## config.mk

```make
export PLATFORM = sky130hd
export DESIGN_NAME = imm_decode_stage
export DESIGN_NICKNAME = d
export VERILOG_FILES = /design/src/rtl/core_pkg.sv /design/src/rtl/imm_extract.sv /design/src/rtl/imm_decode_stage.sv
export SDC_FILE = /design/constraint.sdc
export NUM_CORES = 1
export LEC_CHECK = 0
export CORE_UTILIZATION = 50
export CTS_CLUSTER_DIAMETER = 150
export DETAILED_ROUTE_END_ITERATION = 8
export PLACE_DENSITY_LB_ADDON = 0.1
export REMOVE_ABC_BUFFERS = 1
export SETUP_SLACK_MARGIN = 0.4
export SKIP_LAST_GASP = 1
export SLEW_MARGIN = 20
export SYNTH_ARGS = -nofsm -noshare
export SYNTH_HDL_FRONTEND = slang
export SYNTH_SLANG_ARGS = --single-unit
```

## constraint.sdc

```tcl
create_clock -name clk -period 5.84 [get_ports clk]
set_clock_uncertainty 0.05 [all_clocks]
set_input_delay 0.584 -clock clk [delete_from_list [all_inputs] [get_ports clk]]
set_output_delay 0.584 -clock clk [all_outputs]
set_load 0.005 [all_outputs]
```

## src/rtl/core_pkg.sv

```systemverilog
// Shared types and constants for the immediate-decode stage.
package core_pkg;

  // Immediate format code carried with every decoded entry.
  typedef enum logic [2:0] {
    FMT_NONE = 3'd0,
    FMT_I    = 3'd1,
    FMT_S    = 3'd2,
    FMT_B    = 3'd3,
    FMT_U    = 3'd4,
    FMT_J    = 3'd5,
    FMT_Z    = 3'd6
  } imm_fmt_t;

  // Occupancy of the output register plus skid register.
  typedef enum logic [1:0] {
    ST_EMPTY = 2'd0,
    ST_ONE   = 2'd1,
    ST_TWO   = 2'd2
  } stage_state_t;

  // RV32/RV64 base opcodes relevant to immediate extraction.
  localparam logic [6:0] OPC_OP_IMM = 7'b0010011;
  localparam logic [6:0] OPC_LOAD   = 7'b0000011;
  localparam logic [6:0] OPC_JALR   = 7'b1100111;
  localparam logic [6:0] OPC_STORE  = 7'b0100011;
  localparam logic [6:0] OPC_BRANCH = 7'b1100011;
  localparam logic [6:0] OPC_LUI    = 7'b0110111;
  localparam logic [6:0] OPC_AUIPC  = 7'b0010111;
  localparam logic [6:0] OPC_JAL    = 7'b1101111;
  localparam logic [6:0] OPC_SYSTEM = 7'b1110011;

endpackage

```

## src/rtl/imm_extract.sv

```systemverilog
// Combinational immediate extraction: raw instruction -> extended immediate and format.
module imm_extract
  import core_pkg::*;
#(
  parameter int XLEN    = 32,
  parameter bit EN_ZIMM = 1'b1
) (
  input  logic [31:0]     instr,
  output logic [XLEN-1:0] imm,
  output imm_fmt_t        fmt
);

  logic signed [31:0] imm32;
  logic               zimm_sel;

  // Decode the opcode and assemble the 32-bit immediate; widen to XLEN at the end.
  always_comb begin
    imm32    = '0;
    fmt      = FMT_NONE;
    zimm_sel = 1'b0;
    case (instr[6:0])
      OPC_OP_IMM, OPC_LOAD, OPC_JALR: begin
        fmt   = FMT_I;
        imm32 = {{20{instr[31]}}, instr[31:20]};
      end
      OPC_STORE: begin
        fmt   = FMT_S;
        imm32 = {{20{instr[31]}}, instr[31:25], instr[11:7]};
      end
      OPC_BRANCH: begin
        fmt   = FMT_B;
        imm32 = {{19{instr[31]}}, instr[31], instr[7], instr[30:25], instr[11:8], 1'b0};
      end
      OPC_LUI, OPC_AUIPC: begin
        fmt   = FMT_U;
        imm32 = {instr[31:12], 12'b0};
      end
      OPC_JAL: begin
        fmt   = FMT_J;
        imm32 = {{11{instr[31]}}, instr[31], instr[19:12], instr[20], instr[30:21], 1'b0};
      end
      OPC_SYSTEM: begin
        // Only the immediate CSR forms (funct3[2]=1) carry a zimm field.
        if (EN_ZIMM && instr[14]) begin
          fmt      = FMT_Z;
          zimm_sel = 1'b1;
        end
      end
      default: begin
        fmt   = FMT_NONE;
        imm32 = '0;
      end
    endcase
    // Signed cast sign-extends instr[31] into the upper half on RV64.
    imm = zimm_sel ? XLEN'(instr[19:15]) : XLEN'(imm32);
  end

endmodule

```

## src/rtl/imm_decode_stage.sv

```systemverilog
// One-cycle immediate-decode pipeline stage with a skid buffer and branch-target adder.
module imm_decode_stage
  import core_pkg::*;
#(
  parameter int XLEN    = 32,
  parameter bit EN_ZIMM = 1'b1
) (
  input  logic            clk,
  input  logic            rst_n,
  input  logic            flush,
  input  logic            in_valid,
  output logic            in_ready,
  input  logic [31:0]     in_instr,
  input  logic [XLEN-1:0] in_pc,
  output logic            out_valid,
  input  logic            out_ready,
  output logic [XLEN-1:0] out_imm,
  output logic [2:0]      out_fmt,
  output logic [XLEN-1:0] out_target,
  output logic [XLEN-1:0] out_pc
);

  if (!(XLEN == 32 || XLEN == 64)) begin : g_bad_xlen
    $error("imm_decode_stage: XLEN must be 32 or 64");
  end

  stage_state_t state_q, state_d;
  logic         in_ready_q, in_ready_d;
  logic         accept, drain, load_out, load_skid, from_skid;

  logic [XLEN-1:0]        imm_p0;
  imm_fmt_t               fmt_p0;
  logic [XLEN-1:0]        skid_imm_p1, skid_pc_p1;
  imm_fmt_t               skid_fmt_p1;
  logic signed [XLEN-1:0] imm_mux, pc_mux, target_mux;
  imm_fmt_t               fmt_mux;
  logic [XLEN-1:0]        imm_p1, pc_p1, target_p1;
  imm_fmt_t               fmt_p1;

  // ---- stage 0: extraction at the input ----
  imm_extract #(
    .XLEN    (XLEN),
    .EN_ZIMM (EN_ZIMM)
  ) u_extract (
    .instr (in_instr),
    .imm   (imm_p0),
    .fmt   (fmt_p0)
  );

  assign accept = in_valid && in_ready_q;
  assign drain  = (state_q != ST_EMPTY) && out_ready;

  // Occupancy FSM: decide next state and which register loads this cycle.
  always_comb begin
    state_d   = state_q;
    load_out  = 1'b0;
    load_skid = 1'b0;
    from_skid = 1'b0;
    if (flush) begin
      state_d = ST_EMPTY;
    end else begin
      case (state_q)
        ST_EMPTY: if (accept) begin
          state_d  = ST_ONE;
          load_out = 1'b1;
        end
        ST_ONE: begin
          if (accept && !drain) begin
            state_d   = ST_TWO;
            load_skid = 1'b1;
          end else if (!accept && drain) begin
            state_d = ST_EMPTY;
          end else if (accept && drain) begin
            load_out = 1'b1;
          end
        end
        ST_TWO: if (drain) begin
          state_d   = ST_ONE;
          load_out  = 1'b1;
          from_skid = 1'b1;
        end
        default: state_d = ST_EMPTY;
      endcase
    end
    in_ready_d = (state_d != ST_TWO);
  end

  // Control registers; in_ready is registered so it never depends on out_ready combinationally.
  always_ff @(posedge clk or negedge rst_n) begin
    if (!rst_n) begin
      state_q    <= ST_EMPTY;
      in_ready_q <= 1'b0;
    end else begin
      state_q    <= state_d;
      in_ready_q <= in_ready_d;
    end
  end

  // Skid register captures the entry that arrives while the output is stalled.
  always_ff @(posedge clk) begin
    if (load_skid) begin
      skid_imm_p1 <= imm_p0;
      skid_fmt_p1 <= fmt_p0;
      skid_pc_p1  <= in_pc;
    end
  end

  // Select the entry headed for the output register and form its target.
  always_comb begin
    imm_mux    = from_skid ? skid_imm_p1 : imm_p0;
    pc_mux     = from_skid ? skid_pc_p1  : in_pc;
    fmt_mux    = from_skid ? skid_fmt_p1 : fmt_p0;
    target_mux = pc_mux + imm_mux;
  end

  // ---- stage 1: output register ----
  always_ff @(posedge clk or negedge rst_n) begin
    if (!rst_n) begin
      imm_p1    <= '0;
      fmt_p1    <= FMT_NONE;
      pc_p1     <= '0;
      target_p1 <= '0;
    end else if (load_out) begin
      imm_p1    <= imm_mux;
      fmt_p1    <= fmt_mux;
      pc_p1     <= pc_mux;
      target_p1 <= target_mux;
    end
  end

  assign in_ready   = in_ready_q;
  assign out_valid  = (state_q == ST_ONE) || (state_q == ST_TWO);
  assign out_imm    = imm_p1;
  assign out_fmt    = fmt_p1;
  assign out_pc     = pc_p1;
  assign out_target = target_p1;

endmodule

```

==> flow_summary.html <==
<table>
<tr><th>Metric</th><th>Value</th></tr>
<tr><th colspan="2">Status</th></tr>
<tr><td>Outcome</td><td>completed</td></tr>
<tr><th colspan="2">Placement</th></tr>
<tr><td>Placed instance area</td><td>0.0107 mm^2</td></tr>
<tr><td>Post-Place Worst Slack</td><td>0.696 ns</td></tr>
<tr><td>Number of buffers inserted by port buffering</td><td>169</td></tr>
<tr><td>Number of placed instances, taps included</td><td>1286</td></tr>
<tr><td>Routability cong.</td><td>0.906</td></tr>
<tr><td>Detailed Place HPWL</td><td>16300 um</td></tr>
<tr><th colspan="2">Setup path</th></tr>
<tr><td>Worst setup path endpoint</td><td>out_target[30]$_DFFE_PN0P_</td></tr>
<tr><td>R2R Path End</td><td>out_target[30]$_DFFE_PN0P_</td></tr>
<tr><td>CP bufs+invs</td><td>2</td></tr>
<tr><td>Slowest Stage Delay on Critical Path</td><td>0.48 ns</td></tr>
<tr><td>Slowest cell on the critical path</td><td>a2111o_1</td></tr>
<tr><td>Number of stages on the worst setup path</td><td>16</td></tr>
<tr><td>Type of element launching the critical path</td><td>flip-flop</td></tr>
<tr><td>Cell count of the worst reg-to-reg path</td><td>16</td></tr>
<tr><td>Largest fanout of any net on the critical path</td><td>15</td></tr>
<tr><td>Endpoint class of the critical path</td><td>flip-flop</td></tr>
<tr><td>Chain of cells forming the critical path</td><td>inv_1 -&gt; ha_1 -&gt; nor2b_1 -&gt; nand3_2 -&gt; mux2_2 -&gt; ha_1 -&gt; inv_1 -&gt; fa_1 -&gt; nor2b_1 -&gt; o2111ai_1 -&gt; a211o_1 -&gt; a2111o_1 -&gt; a211o_1 -&gt; a32oi_1 -&gt; mux2i_1 -&gt; nand3_1</td></tr>
<tr><td>Arrival time of data at the critical path endpoint</td><td>between 5 and 6 ns</td></tr>
<tr><td>Required time worst endpoint</td><td>between 6 and 7 ns</td></tr>
<tr><td>Critical path launch point</td><td>state_q[0]$_DFF_PN0_</td></tr>
<tr><td>Critical path's top delay family</td><td>compound AO/OA/AOI/OAI gates</td></tr>
<tr><td>Reg-to-Reg Start</td><td>state_q[0]$_DFF_PN0_</td></tr>
<tr><td>Critical path type</td><td>flip-flop to flip-flop</td></tr>
<tr><td>Reg2Reg Setup Slack</td><td>1.04 ns</td></tr>
<tr><th colspan="2">Clock network</th></tr>
<tr><td>Clock-pin slew on the worst setup and hold paths</td><td>about 0.060 ns</td></tr>
<tr><td>Skew-Pair Late Insertion Delay</td><td>0.43 ns</td></tr>
<tr><td>Number of CTS-inserted buffers</td><td>17</td></tr>
<tr><td>CTS root buf</td><td>clkbuf_16</td></tr>
<tr><td>Maximum buffer depth of the clock tree</td><td>2</td></tr>
<tr><td>Setup repair bufs after CTS</td><td>0</td></tr>
<tr><td>Max H-tree Level</td><td>4</td></tr>
<tr><td>Quantity of gates resized following cts</td><td>0</td></tr>
<tr><td>Count of clock tree sinks</td><td>169</td></tr>
<tr><td>Count of hold buffers inserted by post-cts repair</td><td>0</td></tr>
<tr><td>TritonCTS clock tree</td><td>done</td></tr>
<tr><th colspan="2">Floorplanning</th></tr>
<tr><td>Die Y</td><td>~130 um</td></tr>
<tr><td>CORE AREA</td><td>0.0173 mm^2</td></tr>
<tr><td>Area of the die</td><td>0.0182 mm^2</td></tr>
<tr><td>Overall die width</td><td>135 um</td></tr>
<tr><td>Starting Density</td><td>just over 50%</td></tr>
<tr><td>Row cnt</td><td>48</td></tr>
<tr><td># IOs</td><td>170</td></tr>
<tr><th colspan="2">Timing</th></tr>
<tr><td>Worst slew margin</td><td>32.5%</td></tr>
<tr><td>Setup-failing EPs final</td><td>0</td></tr>
<tr><td>Unrepaired setup endpoints after global routing</td><td>no</td></tr>
<tr><td>Summed negative setup slack over all endpoints</td><td>0 ns</td></tr>
<tr><td>Final WS setup</td><td>1.04 ns</td></tr>
<tr><td>Period minus WS final</td><td>just under 5 ns</td></tr>
<tr><td>Highest attainable clock frequency</td><td>208 MHz</td></tr>
<tr><td>Post-route clock period utilization</td><td>about 82%</td></tr>
<tr><td>Final Max Slew Viols</td><td>0</td></tr>
<tr><td>Final Hold Fails</td><td>0</td></tr>
<tr><td>Final hold slack</td><td>0.119 ns</td></tr>
<tr><td>Actual transition at the worst max-transition pin</td><td>just over 1 ns</td></tr>
<tr><th colspan="2">Synth</th></tr>
<tr><td>Count of cell types in the netlist</td><td>70</td></tr>
<tr><td>Cell with the most instances after synthesis</td><td>nand2_1</td></tr>
<tr><td>Synthesized-area fraction occupied by adder cells</td><td>just over 5%</td></tr>
<tr><td>Top post-synthesis cells by count</td><td>nand2_1 (311), dfrtp_1 (102), edfxtp_1 (67)</td></tr>
<tr><td>Post-Syn Area per Cell</td><td>between 9 and 10 um^2</td></tr>
<tr><td>Leading post-synthesis cells by cell area</td><td>dfrtp_1 (29%), edfxtp_1 (23%), nand2_1 (13%), ha_1 (5.0%), mux2_2 (4.2%)</td></tr>
<tr><td>Number of warnings printed during yosys synthesis</td><td>0</td></tr>
<tr><td>Synth Area in XOR/XNOR</td><td>~2.2%</td></tr>
<tr><td>Fraction of synthesized cell area taken by the top area cell type</td><td>28.9%</td></tr>
<tr><td>Cell accounting for the most synthesized area</td><td>dfrtp_1</td></tr>
<tr><td>Number of enable-type register cells in the synthesized netlist</td><td>67</td></tr>
<tr><td>Most instantiated flip-flop cell in the synthesis netlist</td><td>dfrtp_1</td></tr>
<tr><td>Multiplexer fraction of the synthesized cell area</td><td>roughly 4.8%</td></tr>
<tr><td>Sequential cell area fraction in the yosys report</td><td>51.7%</td></tr>
<tr><td>Number of instances in the synthesized netlist</td><td>924</td></tr>
<tr><td>Cell Area, Synth</td><td>0.00883 mm^2</td></tr>
<tr><td>Synth Area in Compound Gates</td><td>13.6%</td></tr>
<tr><td>Area share of and/or/nand/nor cells after synthesis</td><td>about a fifth</td></tr>
<tr><td>Share of synthesized registers carrying an async set or reset</td><td>60.4%</td></tr>
<tr><td>Main combinational cell family by area after synthesis</td><td>simple AND/OR/NAND/NOR gates</td></tr>
<tr><td>Number of storage elements in the synthesis netlist</td><td>169</td></tr>
<tr><th colspan="2">Hold path</th></tr>
<tr><td>Class of the worst hold path</td><td>input port to asynchronous set/reset pin</td></tr>
<tr><th colspan="2">Global route</th></tr>
<tr><td>Leftover overflow at the end of global routing</td><td>0</td></tr>
<tr><td>Overall track demand over capacity in global routing</td><td>26.4%</td></tr>
<tr><td>Antenna violations before repair</td><td>0</td></tr>
<tr><td>Pin count of the biggest net entering global routing</td><td>75</td></tr>
<tr><td>Vias in the first global route</td><td>between 6000 and 7000</td></tr>
<tr><td>Global-route wire length before repair</td><td>around 37000 um</td></tr>
<tr><th colspan="2">Routing</th></tr>
<tr><td>Antenna violation net count after detailed routing</td><td>0</td></tr>
<tr><td>Total iterations of the first detailed-routing run</td><td>5</td></tr>
<tr><td>Total length of routed wires</td><td>23200 um</td></tr>
<tr><td>Post-route DRC</td><td>0</td></tr>
<tr><td>Routed via count divided by cell count</td><td>5.52</td></tr>
<tr><td>WL per Instance</td><td>17.6 um</td></tr>
<tr><td>Total via count after detailed routing</td><td>7268</td></tr>
<tr><td>First-iteration detailed-routing DRC count</td><td>522</td></tr>
<tr><th colspan="2">Finish</th></tr>
<tr><td>Post-route cell area</td><td>about 0.011 mm^2</td></tr>
<tr><td>Area overhead of the layout relative to synthesis</td><td>28.8%</td></tr>
<tr><td>Layout cell share with drive strength beyond 1</td><td>between 8 and 9%</td></tr>
<tr><td>Fin nets</td><td>1185</td></tr>
<tr><td>ANT cells</td><td>0</td></tr>
<tr><td>Post-Route Utilization</td><td>around 66%</td></tr>
<tr><td>Number of cells in the finished layout apart from fillers</td><td>approximately 1300</td></tr>
<tr><th colspan="2">Pwr</th></tr>
<tr><td>Max rail drop VDD</td><td>241 uV</td></tr>
<tr><td>Ratio of total power to cell area</td><td>302 mW/mm^2</td></tr>
<tr><td>Total chip power</td><td>3.43 mW</td></tr>
<tr><td>Leakage power figure</td><td>~5.3 nW</td></tr>
<tr><th colspan="2">Job</th></tr>
<tr><td>Max-cap violations</td><td>0</td></tr>
</table>
[sequential cells by signal, summed over array words and instances, names as in the netlist]
name and count:
out_imm 32, in_ready 1, skid_fmt_p1 3, out_target 32, out_fmt 3, state_q 2, skid_imm_p1 32, out_pc 32
skid_pc_p1 32
[cell families (layout without fill, tap and decap cells)]
kind of cell,count (synthesis),after routing
adders and majority gates,36,36
and+or+nand+nor,411,411
xor gates and xnor gates,22,22
DFF,169,169
buffers and inverters,67,235
AOI/OAI and AO/OA,181,181
muxes,38,38
[power breakdown]
group | internal, mW | total (mW) | switching, mW
clock network | 0.740 | 1.21 | 0.472
logic | 0.407 | 0.724 | 0.317
registers | 1.40 | 1.49 | 0.0969
total | 2.54 | 3.43 | 0.886
[worst min path at each step]
| stage | to | slack [ns] |
|---|---|---|
| CTS | out_pc[5]$_DFFE_PN0P_ | 0.15 |
| global route | out_pc[5]$_DFFE_PN0P_ | 0.18 |
| detailed placement | out_pc[6]$_DFFE_PN0P_ | 0.41 |
| global placement | out_pc[7]$_DFFE_PN0P_ | 0.41 |
| floorplan | in_ready$_DFF_PN0_ | 0.24 |
| finish | out_pc[5]$_DFFE_PN0P_ | 0.12 |
[per-layer routing]
| layer | GRT usage (%) | part of all wire [%] | vias to the layer above |
|---|---|---|---|
| met5 | 0 | 0 | - |
| met4 | 8.80 | 1.5 | 0 |
| met3 | 3.75 | 4.3 | 25 |
| met2 | 42.6 | 48 | 195 |
| met1 | 36.8 | 46 | 3514 |
| li1 | - | - | 3534 |
[cell usage in the layout, fill, tap and decap left out, types with 29 or more instances in the layout]
cell / count
mux2_2: 33
clkdlybuf4s50_1: 168
dfrtp_1: 102
nand2_1: 311
a21o_1: 34
a21oi_1: 38
edfxtp_1: 67
o21ai_0: 46
ha_1: 35
nor2_1: 29
[cell type report]
class	instances	area (um^2)
clock inverter	10	168
fill	1416	5930
timing repair buffer	180	1780
sequential	169	4560
tap	225	282
inverter	24	90.1
multi-input combinational	688	4020
clock buffer	21	460
Power figures use the tool's default switching activity.
